`src/rtl/div8b_if.sv`:
```
// Handshake and operand/result bundle for the div8b sequential divider.
// The master issues start with operands; the slave returns results with a done pulse.
interface div8b_if;
    logic       start;
    logic [7:0] dividend;
    logic [3:0] divisor;
    logic [7:0] quotient;
    logic [3:0] remainder;
    logic       busy;
    logic       done;
    logic       div_zero;

    modport master (
        output start, dividend, divisor,
        input  quotient, remainder, busy, done, div_zero
    );

    modport slave (
        input  start, dividend, divisor,
        output quotient, remainder, busy, done, div_zero
    );
endinterface

```
`src/rtl/div8b.sv`:
```
// Sequential 8-bit by 4-bit unsigned restoring divider, one quotient bit per clock.
// Optional DIV8B_ZERO_TRAP_EN finishes divide-by-zero after one cycle and raises div_zero.
module div8b (
    input  logic    clk,
    input  logic    rst,
    div8b_if.slave  bus
);
    typedef enum logic {IDLE, CALC} state_t;

    state_t     state, state_n;
    logic [7:0] shreg, shreg_n;
    logic [3:0] dreg, dreg_n;
    logic [3:0] r, r_n;
    logic [4:0] rshift;
    logic       qbit;
    logic [2:0] cnt, cnt_n;
    logic [7:0] quot, quot_n;
    logic [3:0] rem, rem_n;
    logic       done_r, done_n;
`ifdef DIV8B_ZERO_TRAP_EN
    logic       dz, dz_n;
`endif

    // The dividend register doubles as the quotient register: each step shifts the
    // next dividend MSB out the top and the new quotient bit in at the bottom.
    // Only R[3:0] is stored; R[4] exists only transiently before the compare.
    always_comb begin
        rshift  = {r, shreg[7]};
        qbit    = (rshift >= {1'b0, dreg});
        state_n = state;
        shreg_n = shreg;
        dreg_n  = dreg;
        r_n     = r;
        cnt_n   = cnt;
        quot_n  = quot;
        rem_n   = rem;
        done_n  = 1'b0;
`ifdef DIV8B_ZERO_TRAP_EN
        dz_n    = dz;
`endif
        case (state)
            IDLE: begin
                if (bus.start) begin
                    shreg_n = bus.dividend;
                    dreg_n  = bus.divisor;
                    r_n     = 4'd0;
                    cnt_n   = 3'd0;
                    state_n = CALC;
                end
            end
            CALC: begin
                r_n     = qbit ? (rshift[3:0] - dreg) : rshift[3:0];
                shreg_n = {shreg[6:0], qbit};
                cnt_n   = cnt + 3'd1;
                if (cnt == 3'd7) begin
                    quot_n  = {shreg[6:0], qbit};
                    rem_n   = r_n;
                    done_n  = 1'b1;
                    state_n = IDLE;
`ifdef DIV8B_ZERO_TRAP_EN
                    dz_n    = 1'b0;
`endif
                end
`ifdef DIV8B_ZERO_TRAP_EN
                if (dreg == 4'd0) begin
                    quot_n  = 8'hFF;
                    rem_n   = shreg[3:0];
                    dz_n    = 1'b1;
                    done_n  = 1'b1;
                    cnt_n   = 3'd0;
                    state_n = IDLE;
                end
`endif
            end
            default: state_n = IDLE;
        endcase
    end

    always_ff @(posedge clk or posedge rst) begin
        if (rst) begin
            state  <= IDLE;
            shreg  <= 8'd0;
            dreg   <= 4'd0;
            r      <= 4'd0;
            cnt    <= 3'd0;
            quot   <= 8'd0;
            rem    <= 4'd0;
            done_r <= 1'b0;
`ifdef DIV8B_ZERO_TRAP_EN
            dz     <= 1'b0;
`endif
        end else begin
            state  <= state_n;
            shreg  <= shreg_n;
            dreg   <= dreg_n;
            r      <= r_n;
            cnt    <= cnt_n;
            quot   <= quot_n;
            rem    <= rem_n;
            done_r <= done_n;
`ifdef DIV8B_ZERO_TRAP_EN
            dz     <= dz_n;
`endif
        end
    end

    assign bus.quotient  = quot;
    assign bus.remainder = rem;
    assign bus.busy      = (state == CALC);
    assign bus.done      = done_r;
`ifdef DIV8B_ZERO_TRAP_EN
    assign bus.div_zero  = dz;
`else
    assign bus.div_zero  = 1'b0;
`endif
endmodule

```
`src/flat_wrapper.sv`:
```
// flat-port wrapper written by rule: the top's interface ports become plain ports
module div8b_flat 
  (clk, rst, bus_start, bus_dividend, bus_divisor, bus_quotient, bus_remainder, bus_busy, bus_done, bus_div_zero);
  div8b_if bus_i ();
  input  logic clk;
  input  logic rst;
  input wire logic [$bits(bus_i.start)-1:0] bus_start;
  input wire logic [$bits(bus_i.dividend)-1:0] bus_dividend;
  input wire logic [$bits(bus_i.divisor)-1:0] bus_divisor;
  output wire logic [$bits(bus_i.quotient)-1:0] bus_quotient;
  output wire logic [$bits(bus_i.remainder)-1:0] bus_remainder;
  output wire logic [$bits(bus_i.busy)-1:0] bus_busy;
  output wire logic [$bits(bus_i.done)-1:0] bus_done;
  output wire logic [$bits(bus_i.div_zero)-1:0] bus_div_zero;
  assign bus_i.start = bus_start;
  assign bus_i.dividend = bus_dividend;
  assign bus_i.divisor = bus_divisor;
  assign bus_quotient = bus_i.quotient;
  assign bus_remainder = bus_i.remainder;
  assign bus_busy = bus_i.busy;
  assign bus_done = bus_i.done;
  assign bus_div_zero = bus_i.div_zero;
  div8b u_core (.clk(clk), .rst(rst), .bus(bus_i));
endmodule
```
`config.mk`:
```
export PLATFORM = sky130hd
export DESIGN_NAME = div8b_flat
export DESIGN_NICKNAME = d
export VERILOG_FILES = /design/src/rtl/div8b_if.sv /design/src/rtl/div8b.sv /design/src/flat_wrapper.sv
export SDC_FILE = /design/constraint.sdc
export NUM_CORES = 1
export LEC_CHECK = 0
export BUFFER_PORTS_ARGS = -buffer_cell sky130_fd_sc_hd__buf_2
export CORE_ASPECT_RATIO = 0.7
export CORE_MARGIN = 8
export CORE_UTILIZATION = 44
export CTS_BUF_LIST = sky130_fd_sc_hd__clkbuf_2 sky130_fd_sc_hd__clkbuf_4 sky130_fd_sc_hd__clkbuf_8
export CTS_CLUSTER_DIAMETER = 80
export DETAILED_ROUTE_END_ITERATION = 6
export PLACE_DENSITY = 0.66
export SYNTH_ARGS = -nofsm -noshare
export SYNTH_HDL_FRONTEND = slang
export SYNTH_SLANG_ARGS = --single-unit
```
`constraint.sdc`:
```
create_clock -name clk -period 3.8 [get_ports clk]
set_input_delay 0.76 -clock clk [delete_from_list [all_inputs] [get_ports clk]]
set_output_delay 0.76 -clock clk [all_outputs]
set_load 0.005 [all_outputs]
```
Word level (Yosys, flattened, before mapping)
Cells that the tools add are included.
{"block": "word_totals", "regBits": 33, "input_bits": 15, "word_cells": 28}
{"block": "op_classes", "n_addsub": 2, "n_lt_le_gt_ge": 1, "n_eq_ne": 2, "muxes": 12, "bitwise_logic": 1, "reduce_logical": 2}
{"cell": "8-bit one-hot mux with 2 select lines", "n": 1}
{"cell": "4-bit 2-to-1 mux", "n": 2}
{"cell": "8-bit 2-to-1 mux", "n": 1}
{"cell": "4-bit one-hot mux with 2 select lines", "n": 1}
{"cell": "3-bit one-hot mux with 2 select lines", "n": 1}
{"cell": "5-bit by 4-bit >= comparator with 1-bit output", "n": 1}
{"cell": "1-bit 2-to-1 mux", "n": 4}
{"cell": "2-bit AND reduction", "n": 2}
{"cell": "4-bit subtractor", "n": 1}
{"cell": "3-bit by 1-bit adder with 3-bit output, second input constant", "n": 1}
{"cell": "3-bit equality test, second input constant", "n": 1}
{"cell": "3-bit 2-to-1 mux", "n": 1}
{"cell": "2-bit != test, second input constant", "n": 1}
{"cell": "1-bit one-hot mux with 2 select lines", "n": 1}
{"cell": "1-bit inverter", "n": 1}

Depth between registers and ports, before layout
Gate-level depths: netlist of the first run.
{"block": "logic_depth", "depth_word": 3, "ltp_mapped": 7}

Worst setup path after synthesis of the first run
Ideal clock, no wire load.
{"block": "synth_path", "path_kind": "reg-to-reg", "from": "register u_core.shreg[7]", "to": "register u_core.r[2]", "arrival_ps": 1490, "required_time_ps": 3678, "slack_ps": 2189, "stages_incl_launch_ff": 8, "n_path_buf": 0, "cell_sequence": "dfrtp_1 > inv_1 > ha_1 > inv_1 > fa_1 > xnor2_1 > nand3_1 > a32o_1"}
{"block": "synth_between", "elab_chain_cells": 3, "elab_cells_between_ends": 4}
{"item": "from (decl)", "line": "div8b.sv:11", "source": "logic [7:0] shreg, shreg_n;"}
{"item": "from (signal assigned)", "line": "div8b.sv:94", "source": "shreg <= shreg_n;"}
{"item": "4-bit subtractor or 5-bit by 4-bit >= comparator with 1-bit output (tied branches)", "line": "div8b.sv:52, div8b.sv:29"}
{"item": "4-bit 2-to-1 mux (*)", "line": "div8b.sv:52", "source": "r_n = qbit ? (rshift[3:0] - dreg) : rshift[3:0];"}
{"item": "4-bit one-hot mux with 2 select lines (*)", "line": "div8b.sv:41", "source": "case (state)"}
{"item": "to (signal assigned)", "line": "div8b.sv:96", "source": "r <= r_n;"}
{"item": "to (decl)", "line": "div8b.sv:13", "source": "logic [3:0] r, r_n;"}
Every way passes the cells marked *; elsewhere a longest branch is shown, timed or not.
A chain may end at the register's enable or synchronous reset.

Final worst setup path of the first run
{"block": "layout_path", "from": "register u_core.state, in the netlist u_core.bus.busy", "to": "output port bus_busy"}
{"item": "from (decl)", "line": "div8b.sv:10", "source": "state_t state, state_n;"}
{"item": "from (signal assigned)", "line": "div8b.sv:93", "source": "state <= state_n;"}
{"item": "to (decl)", "line": "flat_wrapper.sv:12", "source": "output wire logic [$bits(bus_i.busy)-1:0] bus_busy;"}
No word-level cell between the ends.

==> results.txt, run 1 <==
----------------------------------------------------
[Run status]
  Outcome ... completed

[Job]
  Maximum capacitance violations ... 0

[STA]
  Setup repair after global routing missed its margin ... no
  Min cycle time layout ... 2.11 ns
  Hold Violations, Final ... 0
  Finish-stage setup viols ... 0
  Share of the clock period used by the worst path after layout ... 55.4%
  Measured slew at the worst slew-check pin ... 0.744 ns
  Max-slew violation total from the final report ... 0
  Highest attainable clock frequency ... 475 MHz
  Slew margin rel. ... 50.4%
  Hold slack final ... 0.493 ns
  Total Negative Setup Slacks ... 0 ns
  Worst Skew ... 0.00631 ns

[Floorplan]
  Area of the core ... 0.00347 mm²
  Die height ... 66.0 µm
  Die Footprint ... 0.00577 mm²
  Top-level I/O count ... 30
  Die Wd ... 87.4 µm
  Starting density of the core ... 45.3%
  Site row count ... 18

[Setup path]
  Register-to-register path setup slack ... 1.70 ns
  Beginning of the critical path ... u_core.bus.busy$_DFF_PP0_
  Highest-delay cell along the critical path ... dfrtp_1
  CP max FO ... 28
  Worst reg-to-reg path cell count ... 3
  CP endpoint ... bus_busy
  Kind of cell adding the most delay to the critical path ... flip-flops
  Worst stage delay on the critical path ... 0.83 ns
  Number of buffer and inverter instances along the worst setup path ... 1
  Levels on crit path ... 1
  Worst endpoint data arrival time ... 1.35 ns
  Endpoint of the lowest-slack register-to-register path ... u_core.bus.quotient[7]$_DFFE_PP0P_
  Critical path start-end classification ... reg2out
  FF-to-FF Start ... u_core.bus.busy$_DFF_PP0_
  Cell chain of the critical path ... buf_2
  Setup crit end kind ... output port
  Critical Path Source Type ... register
  WP data required ... 3.04 ns

[Logic synthesis]
  Syn Nets ... 170
  Average footprint of a synthesized cell ... 10.6 µm²
  Yosys reg bits ... 33
  Proportion of synthesized flip-flops having asynchronous set or reset ... 100%
  Number of distinct library cell variants in the gate-level netlist after synthesis ... 35
  EDFF count, synth ... 0
  Synth top cells by count ... 33 x dfrtp_1, 16 x nand2_1, 16 x o21ai_0
  Cells after synthesis ... 148
  Largest area contributor in the netlist ... dfrtp_1
  Post-synthesis sequential area ratio ... 52.6%
  Dominant register cell in the synthesized netlist ... dfrtp_1
  Proportion of netlist area held by the largest area contributor ... 52.6%
  Area contributors post-synth ... dfrtp_1 53%, mux2_2 5.7%, o21ai_0 5.1%, ha_1 4.8%, mux2i_1 4.5%
  Yosys warnings ... 0
  Most frequent cell after synthesis ... dfrtp_1
  Mapped Area ... 0.00157 mm²

[Route]
  Vias per Instance ... 5.20
  Post-DR wirelength/cell ... 15.2 µm
  Number of DRC violations after detailed-routing iteration 0 ... 89
  TritonRoute pass-1 iters ... 4
  Detailed-route DRC error count ... 0
  Detail Route Antenna Nets ... 0
  Routed wire length ... 3450 µm
  Total number of vias ... 1180

[Final layout]
  Ant diodes ... 0
  Share of cells above drive strength 1 ... 28.8%
  Net count of the finished layout ... 200
  Area Growth Syn to Fin ... 16.2%

[Clock tree]
  Resized Gates After CTS ... 0
  Number of post-CTS setup repair buffers ... 0
  Clock tree from TritonCTS ... built
  Source-to-sink clock delay at the later pin of the worst-skew pair ... 0.28 ns
  Clk sink count ... 33
  Total of hold buffers inserted after clock tree synthesis ... 0
  Clock buffer count from CTS ... 5
  Clock transition time at the flip-flop clock pins of the worst setup and hold paths ... 0.07 ns
  Maximum buffer depth of the clock tree ... 2
  Number of H-tree levels ... 2
  CTS root buffer ... clkbuf_8

[Pwr]
  VDD IR max ... 400 µV
  Power density of the placed cells ... 987 mW/mm²
  Leakage power summed over all cells ... 0.889 nW

[GRT]
  GRT Residual Overflow ... 0
  Number of antenna violations at the first check in global routing ... 0
  Total global-route track usage ... 12.9%
  Maximum number of pins on one net before global-route repair ... 34
  Global-route wire length before repair ... 5750 µm
  Number of global-route vias before repair ... 1188

[Min path]
  Class of the worst hold path ... reg2reg

[Placement]
  Sum of net half-perimeters after detailed placement ... 2650 µm
  Final weighted congestion of routability-driven global placement ... 0.911
  Buffers on Ports ... 28

----------------------------------------------------
-- worst min path at each step --
stage,from,to,slack [ns],depth (start not counted)
after floorplan,u_core.cnt[0]$_DFFE_PP0P_,u_core.cnt[0]$_DFFE_PP0P_,0.45,1
after global placement,u_core.bus.quotient[0]$_DFFE_PP0P_,u_core.bus.quotient[0]$_DFFE_PP0P_,0.47,2
after detailed placement,u_core.cnt[0]$_DFFE_PP0P_,u_core.cnt[0]$_DFFE_PP0P_,0.48,1
after CTS,u_core.cnt[0]$_DFFE_PP0P_,u_core.cnt[0]$_DFFE_PP0P_,0.50,1
after global routing,u_core.bus.quotient[6]$_DFFE_PP0P_,u_core.bus.quotient[6]$_DFFE_PP0P_,0.53,1
final,u_core.cnt[0]$_DFFE_PP0P_,u_core.cnt[0]$_DFFE_PP0P_,0.49,1
-- power breakdown --
| part | internal (W) | switching [W] |
|---|---|---|
| registers | 0.000538 | 0.000147 |
| logic | 0.000412 | 0.000469 |
| clock network | 0.000120 | 0.000116 |
-- cell type report --
class,instances,area [µm²]
fillers,329,1640
flip-flops and latches,33,826
multi-input cells,97,669
repair buffers,29,148
clock buffers,5,68.8
well taps,50,62.6
inverters,12,45.0
clock inverters,1,5.00
-- logic make-up after synthesis --
kind of cell	after synthesis	synth area share (%)
xor gates and xnor gates	1	0.558
muxes	15	10.2
and+or+nand+nor	38	11.4
adders and majority gates	7	6.06
other	1	0.239
buffers and inverters	18	4.78
DFF	33	52.6
AOI/OAI and AO/OA	35	14.2
-- layout by cell type (no fill, tap or decap), types with 2 or more instances in the layout --
cell type,count
a21oi_1,4
a31o_2,4
and2_1,2
buf_2,28
clkbuf_8,5
dfrtp_1,33
ha_1,6
inv_1,11
mux2_2,8
mux2i_1,7
nand2_1,16
nand3_1,5
nor2_1,7
nor2b_1,2
nor3_1,2
o21ai_0,16
o31ai_1,2
-- registers in the layout (all words and copies together) (netlist names) --
signal,flops
u_core.bus.remainder,4
u_core.bus.busy,1
u_core.r,4
u_core.cnt,3
u_core.dreg,4
u_core.bus.done,1
u_core.bus.quotient,8
u_core.shreg,8
-- stage by stage --
stage | total power [W] | instances | setup WS, ns | instance area, µm² | utilization, %
after floorplan | 0.00130 | 148 | 2.19 | 1570 | -
after global placement | 0.00152 | 221 | 1.81 | 1750 | 50.5
after detailed placement | 0.00157 | 221 | 1.74 | 1750 | 50.5
after CTS | 0.00181 | 227 | 1.69 | 1820 | 52.6
after global routing | 0.00195 | 227 | 1.49 | 1820 | 52.6
final | 0.00180 | 227 | 1.69 | 1820 | 52.6
-- routing by layer --
layer | track usage, % | part of all wire (%) | vias to the layer above | wire length [µm]
met4 | 4.48 | 0.93 | 0 | 32
met1 | 16.9 | 48 | 576 | 1660
met5 | 0 | 0 | - | 0
li1 | - | - | 564 | -
met3 | 4.09 | 5.6 | 5 | 194
met2 | 19.5 | 45 | 35 | 1560
Note: power is estimated with default switching activity, not from simulation.
==> inputs of run 2 (changes only) <==
--- a/config.mk
+++ b/config.mk
@@ -12,7 +12,7 @@
 export CTS_BUF_LIST = sky130_fd_sc_hd__clkbuf_2 sky130_fd_sc_hd__clkbuf_4 sky130_fd_sc_hd__clkbuf_8
 export CTS_CLUSTER_DIAMETER = 80
 export DETAILED_ROUTE_END_ITERATION = 6
-export PLACE_DENSITY = 0.66
+export PLACE_DENSITY = 0.68
 export SYNTH_ARGS = -nofsm -noshare
 export SYNTH_HDL_FRONTEND = slang
 export SYNTH_SLANG_ARGS = --single-unit
==> constraint.sdc (replaced) <==
create_clock -name clk -period 1.71 [get_ports clk]
set_input_delay 0.342 -clock clk [delete_from_list [all_inputs] [get_ports clk]]
set_output_delay 0.342 -clock clk [all_outputs]
set_load 0.005 [all_outputs]
==> run 2 against run 1 <==
Worst setup slack worse by 1.7 ns. Clock skew is 0.0026 ns lower. Global-route usage is 0.49 points higher. Largest power group unchanged.
==> results.txt, run 2 (synthesis results as in run 1) <==
----------------------------------------------------
[Final layout]
  Final Instance Count excl. Fillers ... 238 (was 227)
  Net count of the finished layout ... 210 (was 200)
  Most common cell after layout, fill and taps aside ... dfrtp_1 (unchanged)
  Area Growth Syn to Fin ... 28.3% (was 16.2%)
  Most used cells in the layout excluding fill and tap cells ... 32 x dfrtp_1, 28 x buf_2, 16 x nand2_1, 14 x o21ai_0, 11 x buf_4 (was 33 x dfrtp_1, 28 x buf_2, 16 x nand2_1, 16 x o21ai_0, 11 x inv_1)
  Share of cells above drive strength 1 ... 42.0% (was 28.8%)
  Ant diodes ... 0 (unchanged)

[STA]
  Finish-stage setup viols ... 0 (unchanged)
  Max-slew violation total from the final report ... 0 (unchanged)
  Share of the clock period used by the worst path after layout ... 98.3%
  Hold Violations, Final ... 0 (unchanged)
  Min cycle time layout ... 1.68 ns
  Highest attainable clock frequency ... 595 MHz
  Worst Skew ... 0.00372 ns (was 0.00631 ns)

[GRT]
  Maximum number of pins on one net before global-route repair ... 34 (unchanged)
  GRT Residual Overflow ... 0 (unchanged)
  Number of global-route vias before repair ... 1248 (was 1188)
  Number of antenna violations at the first check in global routing ... 0 (unchanged)
  Global-route wire length before repair ... 5930 µm (was 5750 µm)
  Total global-route track usage ... 13.4% (was 12.9%)

[Setup path]
  Critical path start-end classification ... reg2reg (was reg2out)
  WP data required ... 1.88 ns (was 3.04 ns)
  Beginning of the critical path ... u_core.shreg[7]$_DFFE_PP0P_ (was u_core.bus.busy$_DFF_PP0_)
  FF-to-FF Start ... u_core.shreg[7]$_DFFE_PP0P_ (was u_core.bus.busy$_DFF_PP0_)
  CP endpoint ... u_core.r[1]$_DFFE_PP0P_ (was bus_busy)
  Endpoint of the lowest-slack register-to-register path ... u_core.r[1]$_DFFE_PP0P_ (was u_core.bus.quotient[7]$_DFFE_PP0P_)
  Register-to-register path setup slack ... 0.03 ns (was 1.70 ns)
  Critical Path Source Type ... register (unchanged)
  Worst endpoint data arrival time ... 1.85 ns (was 1.35 ns)
  Setup crit end kind ... register (was output port)
  CP max FO ... 3 (was 28)
  Worst reg-to-reg path cell count ... 7 (was 3)

[Pwr]
  Total power after layout ... 0.00465 W (was 0.00180 W)
  VDD IR max ... 901 µV (was 400 µV)
  Leakage power summed over all cells ... 0.959 nW (was 0.889 nW)
  Switching component of the power ... 0.00188 W (was 0.000731 W)
  Combinational share of power ... 55.5% (was 48.9%)
  Sequential fraction of design power ... 31.6% (was 38.0%)
  Switching share of total power ... 40.3% (was 40.6%)
  Cell internal power dissipation ... 0.00278 W (was 0.00107 W)
  Power density of the placed cells ... 2310 mW/mm² (was 987 mW/mm²)
  Share of power burned in the clock network ... 12.9% (was 13.1%)

[Placement]
  Buffers on Ports ... 28 (unchanged)
  Sum of net half-perimeters after detailed placement ... 2590 µm (was 2650 µm)
  Placed Cells ... 227 (was 221)
  Final weighted congestion of routability-driven global placement ... 0.985 (was 0.911)

[Clock tree]
  Clock transition time at the flip-flop clock pins of the worst setup and hold paths ... 0.06 ns (was 0.07 ns)
  Maximum buffer depth of the clock tree ... 2 (unchanged)
  CTS root buffer ... clkbuf_8 (unchanged)
  Clk sink count ... 33 (unchanged)
  Source-to-sink clock delay at the later pin of the worst-skew pair ... 0.28 ns (about the same)
  Clock tree from TritonCTS ... built (unchanged)
  Number of H-tree levels ... 2 (unchanged)
  Clock buffer count from CTS ... 5 (unchanged)

[Job]
  Maximum capacitance violations ... 0 (unchanged)

[Run status]
  Outcome ... completed (unchanged)

[Floorplan]
  Die Wd ... 87.4 µm (unchanged)
  Site row count ... 18 (unchanged)
  Starting density of the core ... 45.3% (unchanged)
  Die Footprint ... 0.00577 mm² (unchanged)
  Top-level I/O count ... 30 (unchanged)
  Area of the core ... 0.00347 mm² (unchanged)
  Die height ... 66.0 µm (unchanged)

[Route]
  Detail Route Antenna Nets ... 0 (unchanged)
  Number of DRC violations after detailed-routing iteration 0 ... 118 (was 89)
  Detailed-route DRC error count ... 0 (unchanged)
  Vias per Instance ... 5.16 (was 5.20)
  TritonRoute pass-1 iters ... 4 (unchanged)
  Total number of vias ... 1228 (was 1180)
  Routed wire length ... 3780 µm (was 3450 µm)
  Post-DR wirelength/cell ... 15.9 µm (was 15.2 µm)

[Min path]
  Class of the worst hold path ... in2async (was reg2reg)

----------------------------------------------------
run 2: cell count changes in the layout (fill, tap and decap cells not counted), moves of 3 or more:
cell,before,now
inv_1,11,8
inv_2,0,3
buf_4,1,11
ha_1,6,3
ha_4,0,3
run 2: layer usage:
| metal | wire length [µm] | GRT usage (%) |
|---|---|---|
| met2 | 1760 | 20.4 |
| met5 | 0 | 0 |
| met4 | 104 | 7.46 |
| met1 | 1750 | 16.7 |
| met3 | 167 | 3.72 |
run 2: per-stage QoR:
step                TNS (ns)  worst slack [ns]  instance area [µm²]  util [%]  hold WS (ns)
global placement           0            0.0317                 1800      51.8         0.444
finish                     0            0.0284                 2010      58.1         0.129
floorplan                  0            0.0988                 1570         -         0.454
global route         -0.0642           -0.0208                 2010      58.1         0.181
CTS                        0          0.000394                 1900      54.9         0.145
detailed placement    -0.128           -0.0378                 1800      51.8         0.457
run 2: worst max-delay path, stage by stage, from the launching register on:
cell and delay [ns]:
dfrtp_1 0.38, inv_2 0.08, ha_4 0.14, inv_2 0.04
fa_2 0.47, nand2_1 0.11, nor3_2 0.05, a311o_1 0.31
run 2: final cells by class:
class / instances / area, µm²
Clock buffer: 7 / 90.1
Fill cell: 299 / 1450
Inverter: 12 / 45.0
Multi-Input combinational cell: 97 / 767
Sequential cell: 33 / 827
Tap cell: 50 / 62.6
Timing Repair Buffer: 39 / 223
run 2: how the worst min path moves through the flow:
stage | to | cells after the start
CTS | u_core.bus.quotient[0]$_DFFE_PP0P_ | 3
detailed placement | u_core.bus.quotient[0]$_DFFE_PP0P_ | 3
finish | u_core.bus.quotient[2]$_DFFE_PP0P_ | 3
floorplan | u_core.cnt[0]$_DFFE_PP0P_ | 1
global placement | u_core.bus.quotient[0]$_DFFE_PP0P_ | 3
global route | u_core.shreg[1]$_DFFE_PP0P_ | 3
run 2: timing repair:
| item | in CTS | in global routing |
|---|---|---|
| gates resized for setup | 4 | 21 |
| setup buffers | 0 | 4 |
| hold buffers | 0 | 0 |
| pin swaps | 1 | 6 |
| setup endpoints to repair | 5 | 6 |
run 2: power groups by stage:
stage                     combinational (W)  sequential (W)  clock (W)
after global routing                0.00285         0.00152   0.000638
after detailed placement            0.00205         0.00145          0
after floorplan                     0.00147         0.00140          0
after global placement              0.00196         0.00142          0
after CTS                           0.00211         0.00144   0.000612
final                               0.00259         0.00147   0.000599
==> inputs of run 3 (changes only) <==
--- a/config.mk
+++ b/config.mk
@@ -6,7 +6,6 @@
 export NUM_CORES = 1
 export LEC_CHECK = 0
 export BUFFER_PORTS_ARGS = -buffer_cell sky130_fd_sc_hd__buf_2
-export CORE_ASPECT_RATIO = 0.7
 export CORE_MARGIN = 8
 export CORE_UTILIZATION = 44
 export CTS_BUF_LIST = sky130_fd_sc_hd__clkbuf_2 sky130_fd_sc_hd__clkbuf_4 sky130_fd_sc_hd__clkbuf_8
==> run 3 against run 2 <==
Sequential share of layout area is 2.2 points higher. Non-clock buffer count down 2. Critical path depth decreased by 2. Utilization down 1.8 points. Largest cell class unchanged. Register-to-register slack about the same. Highest routed layer unchanged.
==> results.txt, run 3 (synthesis results as in run 1) <==
----------------------------------------------------
[Floorplan]
  Die Footprint ... 0.00574 mm² (was 0.00577 mm²)
  Starting density of the core ... 46.3% (was 45.3%)
  Top-level I/O count ... 30 (unchanged)
  Die Wd ... 75.7 µm (was 87.4 µm)
  Site row count ... 21 (was 18)
  Area of the core ... 0.00339 mm² (was 0.00347 mm²)
  Die height ... 75.7 µm (was 66.0 µm)

[Job]
  Maximum capacitance violations ... 0 (unchanged)

[Setup path]
  Setup crit end kind ... register (unchanged)
  Worst reg-to-reg path cell count ... 5 (was 7)
  Worst endpoint data arrival time ... 1.89 ns (was 1.85 ns)
  Endpoint of the lowest-slack register-to-register path ... u_core.r[1]$_DFFE_PP0P_ (unchanged)
  Register-to-register path setup slack ... 0.03 ns (about the same)
  Critical path start-end classification ... reg2reg (unchanged)
  Critical Path Source Type ... register (unchanged)
  WP data required ... 1.92 ns (was 1.88 ns)
  FF-to-FF Start ... u_core.r[1]$_DFFE_PP0P_ (was u_core.shreg[7]$_DFFE_PP0P_)
  CP max FO ... 5 (was 3)

[GRT]
  GRT met1 Usage ... 15.7% (was 16.7%)
  Global-route wire length before repair ... 5750 µm (was 5930 µm)
  Routing layer with the top usage in global route ... met2 (unchanged)
  Maximum number of pins on one net before global-route repair ... 34 (unchanged)
  Number of global-route vias before repair ... 1256 (was 1248)
  GRT Residual Overflow ... 0 (unchanged)
  Total global-route track usage ... 13.1% (was 13.4%)
  Number of antenna violations at the first check in global routing ... 0 (unchanged)
  Met2 global-route usage ... 21.2% (was 20.4%)
  Fraction of met3 tracks used by global routing ... 5.26% (was 3.72%)

[Route]
  Detailed-route DRC error count ... 0 (unchanged)
  Vias per Instance ... 5.06 (was 5.16)
  Post-DR wirelength/cell ... 14.2 µm (was 15.9 µm)
  Routed wire length ... 3310 µm (was 3780 µm)
  Total number of vias ... 1180 (was 1228)
  Number of DRC violations after detailed-routing iteration 0 ... 54 (was 118)
  TritonRoute pass-1 iters ... 4 (unchanged)
  Detail Route Antenna Nets ... 0 (unchanged)

[Final layout]
  Ant diodes ... 0 (unchanged)
  Post-route standard cell area excluding fillers ... 0.00191 mm² (was 0.00201 mm²)
  Share of cells above drive strength 1 ... 35.8% (was 42.0%)
  Area Growth Syn to Fin ... 21.5% (was 28.3%)
  Number of fill cells ... 301 (was 299)
  Most common cell after layout, fill and taps aside ... dfrtp_1 (unchanged)
  Net count of the finished layout ... 208 (was 210)
  Most used cells in the layout excluding fill and tap cells ... 33 x dfrtp_1, 28 x buf_2, 16 x nand2_1, 15 x o21ai_0, 10 x inv_1 (was 32 x dfrtp_1, 28 x buf_2, 16 x nand2_1, 14 x o21ai_0, 11 x buf_4)

[STA]
  Max-slew violation total from the final report ... 0 (unchanged)
  Total Negative Setup Slacks ... 0 ns (unchanged)
  Min cycle time layout ... 1.68 ns (about the same)
  Highest attainable clock frequency ... 597 MHz (was 595 MHz)
  Worst Skew ... 0.00181 ns (was 0.00372 ns)
  Final critical-path setup slack ... 0.0341 ns (was 0.0284 ns)
  Hold slack final ... 0.0950 ns (was 0.129 ns)
  Setup repair after global routing missed its margin ... yes
  Hold Violations, Final ... 0 (unchanged)
  Finish-stage setup viols ... 0 (unchanged)
  Share of the clock period used by the worst path after layout ... 98.0% (was 98.3%)

[Placement]
  Post-Place Cell Area ... 0.00179 mm² (was 0.00180 mm²)
  Sum of net half-perimeters after detailed placement ... 2440 µm (was 2590 µm)
  Final weighted congestion of routability-driven global placement ... 0.859 (was 0.985)
  Worst slack after detailed placement ... -0.0117 ns (was -0.0378 ns)
  Buffers on Ports ... 28 (unchanged)

[Clock tree]
  Maximum buffer depth of the clock tree ... 2 (unchanged)
  Clk sink count ... 33 (unchanged)
  Source-to-sink clock delay at the later pin of the worst-skew pair ... 0.32 ns (was 0.28 ns)
  Clock transition time at the flip-flop clock pins of the worst setup and hold paths ... 0.10 ns (was 0.06 ns)
  Clock buffer count from CTS ... 5 (unchanged)
  CTS root buffer ... clkbuf_4 (was clkbuf_8)
  Number of H-tree levels ... 2 (unchanged)
  Clock tree from TritonCTS ... built (unchanged)

[Min path]
  Class of the worst hold path ... in2async (unchanged)

[Pwr]
  Leakage power summed over all cells ... 0.928 nW (was 0.959 nW)
  Power density of the placed cells ... 2140 mW/mm² (was 2310 mW/mm²)
  Total power after layout ... 0.00408 W (was 0.00465 W)
  VDD IR max ... 911 µV (was 901 µV)

[Run status]
  Outcome ... completed (unchanged)

----------------------------------------------------
-- run 3: cell types whose count changed in the layout (fill, tap and decap cells not counted), sizes merged --
cell	change
clkinv	+1
buf	-2
-- run 3: critical path, cell delays in order, from the launching register on --
cell	delay (ns)
dfrtp_1	0.41
ha_2	0.37
nor2_1	0.07
o21ai_2	0.24
nand2_2	0.11
a311o_1	0.36
-- run 3: per-stage QoR --
| step | instances | utilization [%] |
|---|---|---|
| final | 233 | 56.3 |
| after floorplan | 148 | - |
| after global routing | 233 | 56.3 |
| after global placement | 223 | 52.8 |
| after CTS | 232 | 55.6 |
| after detailed placement | 223 | 52.8 |
-- run 3: area by class of cell --
| cell class | count | area [µm²] | share of cell area, % |
|---|---|---|---|
| flip-flops and latches | 33 | 826 | 43.3 |
| multi-input cells | 97 | 702 | 36.8 |
| repair buffers | 37 | 208 | 10.9 |
| clock buffers | 7 | 65.1 | 3.41 |
| well taps | 46 | 57.6 | 3.02 |
| inverters | 12 | 45.0 | 2.36 |
| clock inverters | 1 | 5.00 | 0.262 |
-- run 3: what timing repair did --
item	CTS	global route
pin swaps	1	5
gates resized for setup	3	6
hold buffers	0	0
endpoints found under the setup margin	3	6
buffers inserted	1	1
-- run 3: routing by layer --
layer	wire length, µm	share of wire [%]
met1	1530	46
met2	1530	46
met3	217	6.6
met4	31	0.94
met5	0	0
-- run 3: power by group --
| part | total [W] | internal (W) | leakage [nW] | switching (W) |
|---|---|---|---|---|
| Clock | 0.000492 | 0.000238 | 0.0413 | 0.000254 |
| Sequential | 0.00143 | 0.00119 | 0.392 | 0.000238 |
| Combinational | 0.00216 | 0.00104 | 0.494 | 0.00112 |
-- run 3: worst max-delay path by stage --
| stage | startpoint | end | slack, ns | depth (start not counted) |
|---|---|---|---|---|
| after floorplan | u_core.shreg[7]$_DFFE_PP0P_ | u_core.r[2]$_DFFE_PP0P_ | 0.1 | 7 |
| after global placement | u_core.r[0]$_DFFE_PP0P_ | u_core.r[1]$_DFFE_PP0P_ | 0.03 | 5 |
| after detailed placement | u_core.r[0]$_DFFE_PP0P_ | u_core.r[1]$_DFFE_PP0P_ | -0.01 | 5 |
| after CTS | u_core.shreg[7]$_DFFE_PP0P_ | u_core.r[2]$_DFFE_PP0P_ | 0.01 | 7 |
| after global routing | u_core.r[2]$_DFFE_PP0P_ | u_core.r[1]$_DFFE_PP0P_ | -0.04 | 5 |
| final | u_core.r[1]$_DFFE_PP0P_ | u_core.r[1]$_DFFE_PP0P_ | 0.03 | 5 |
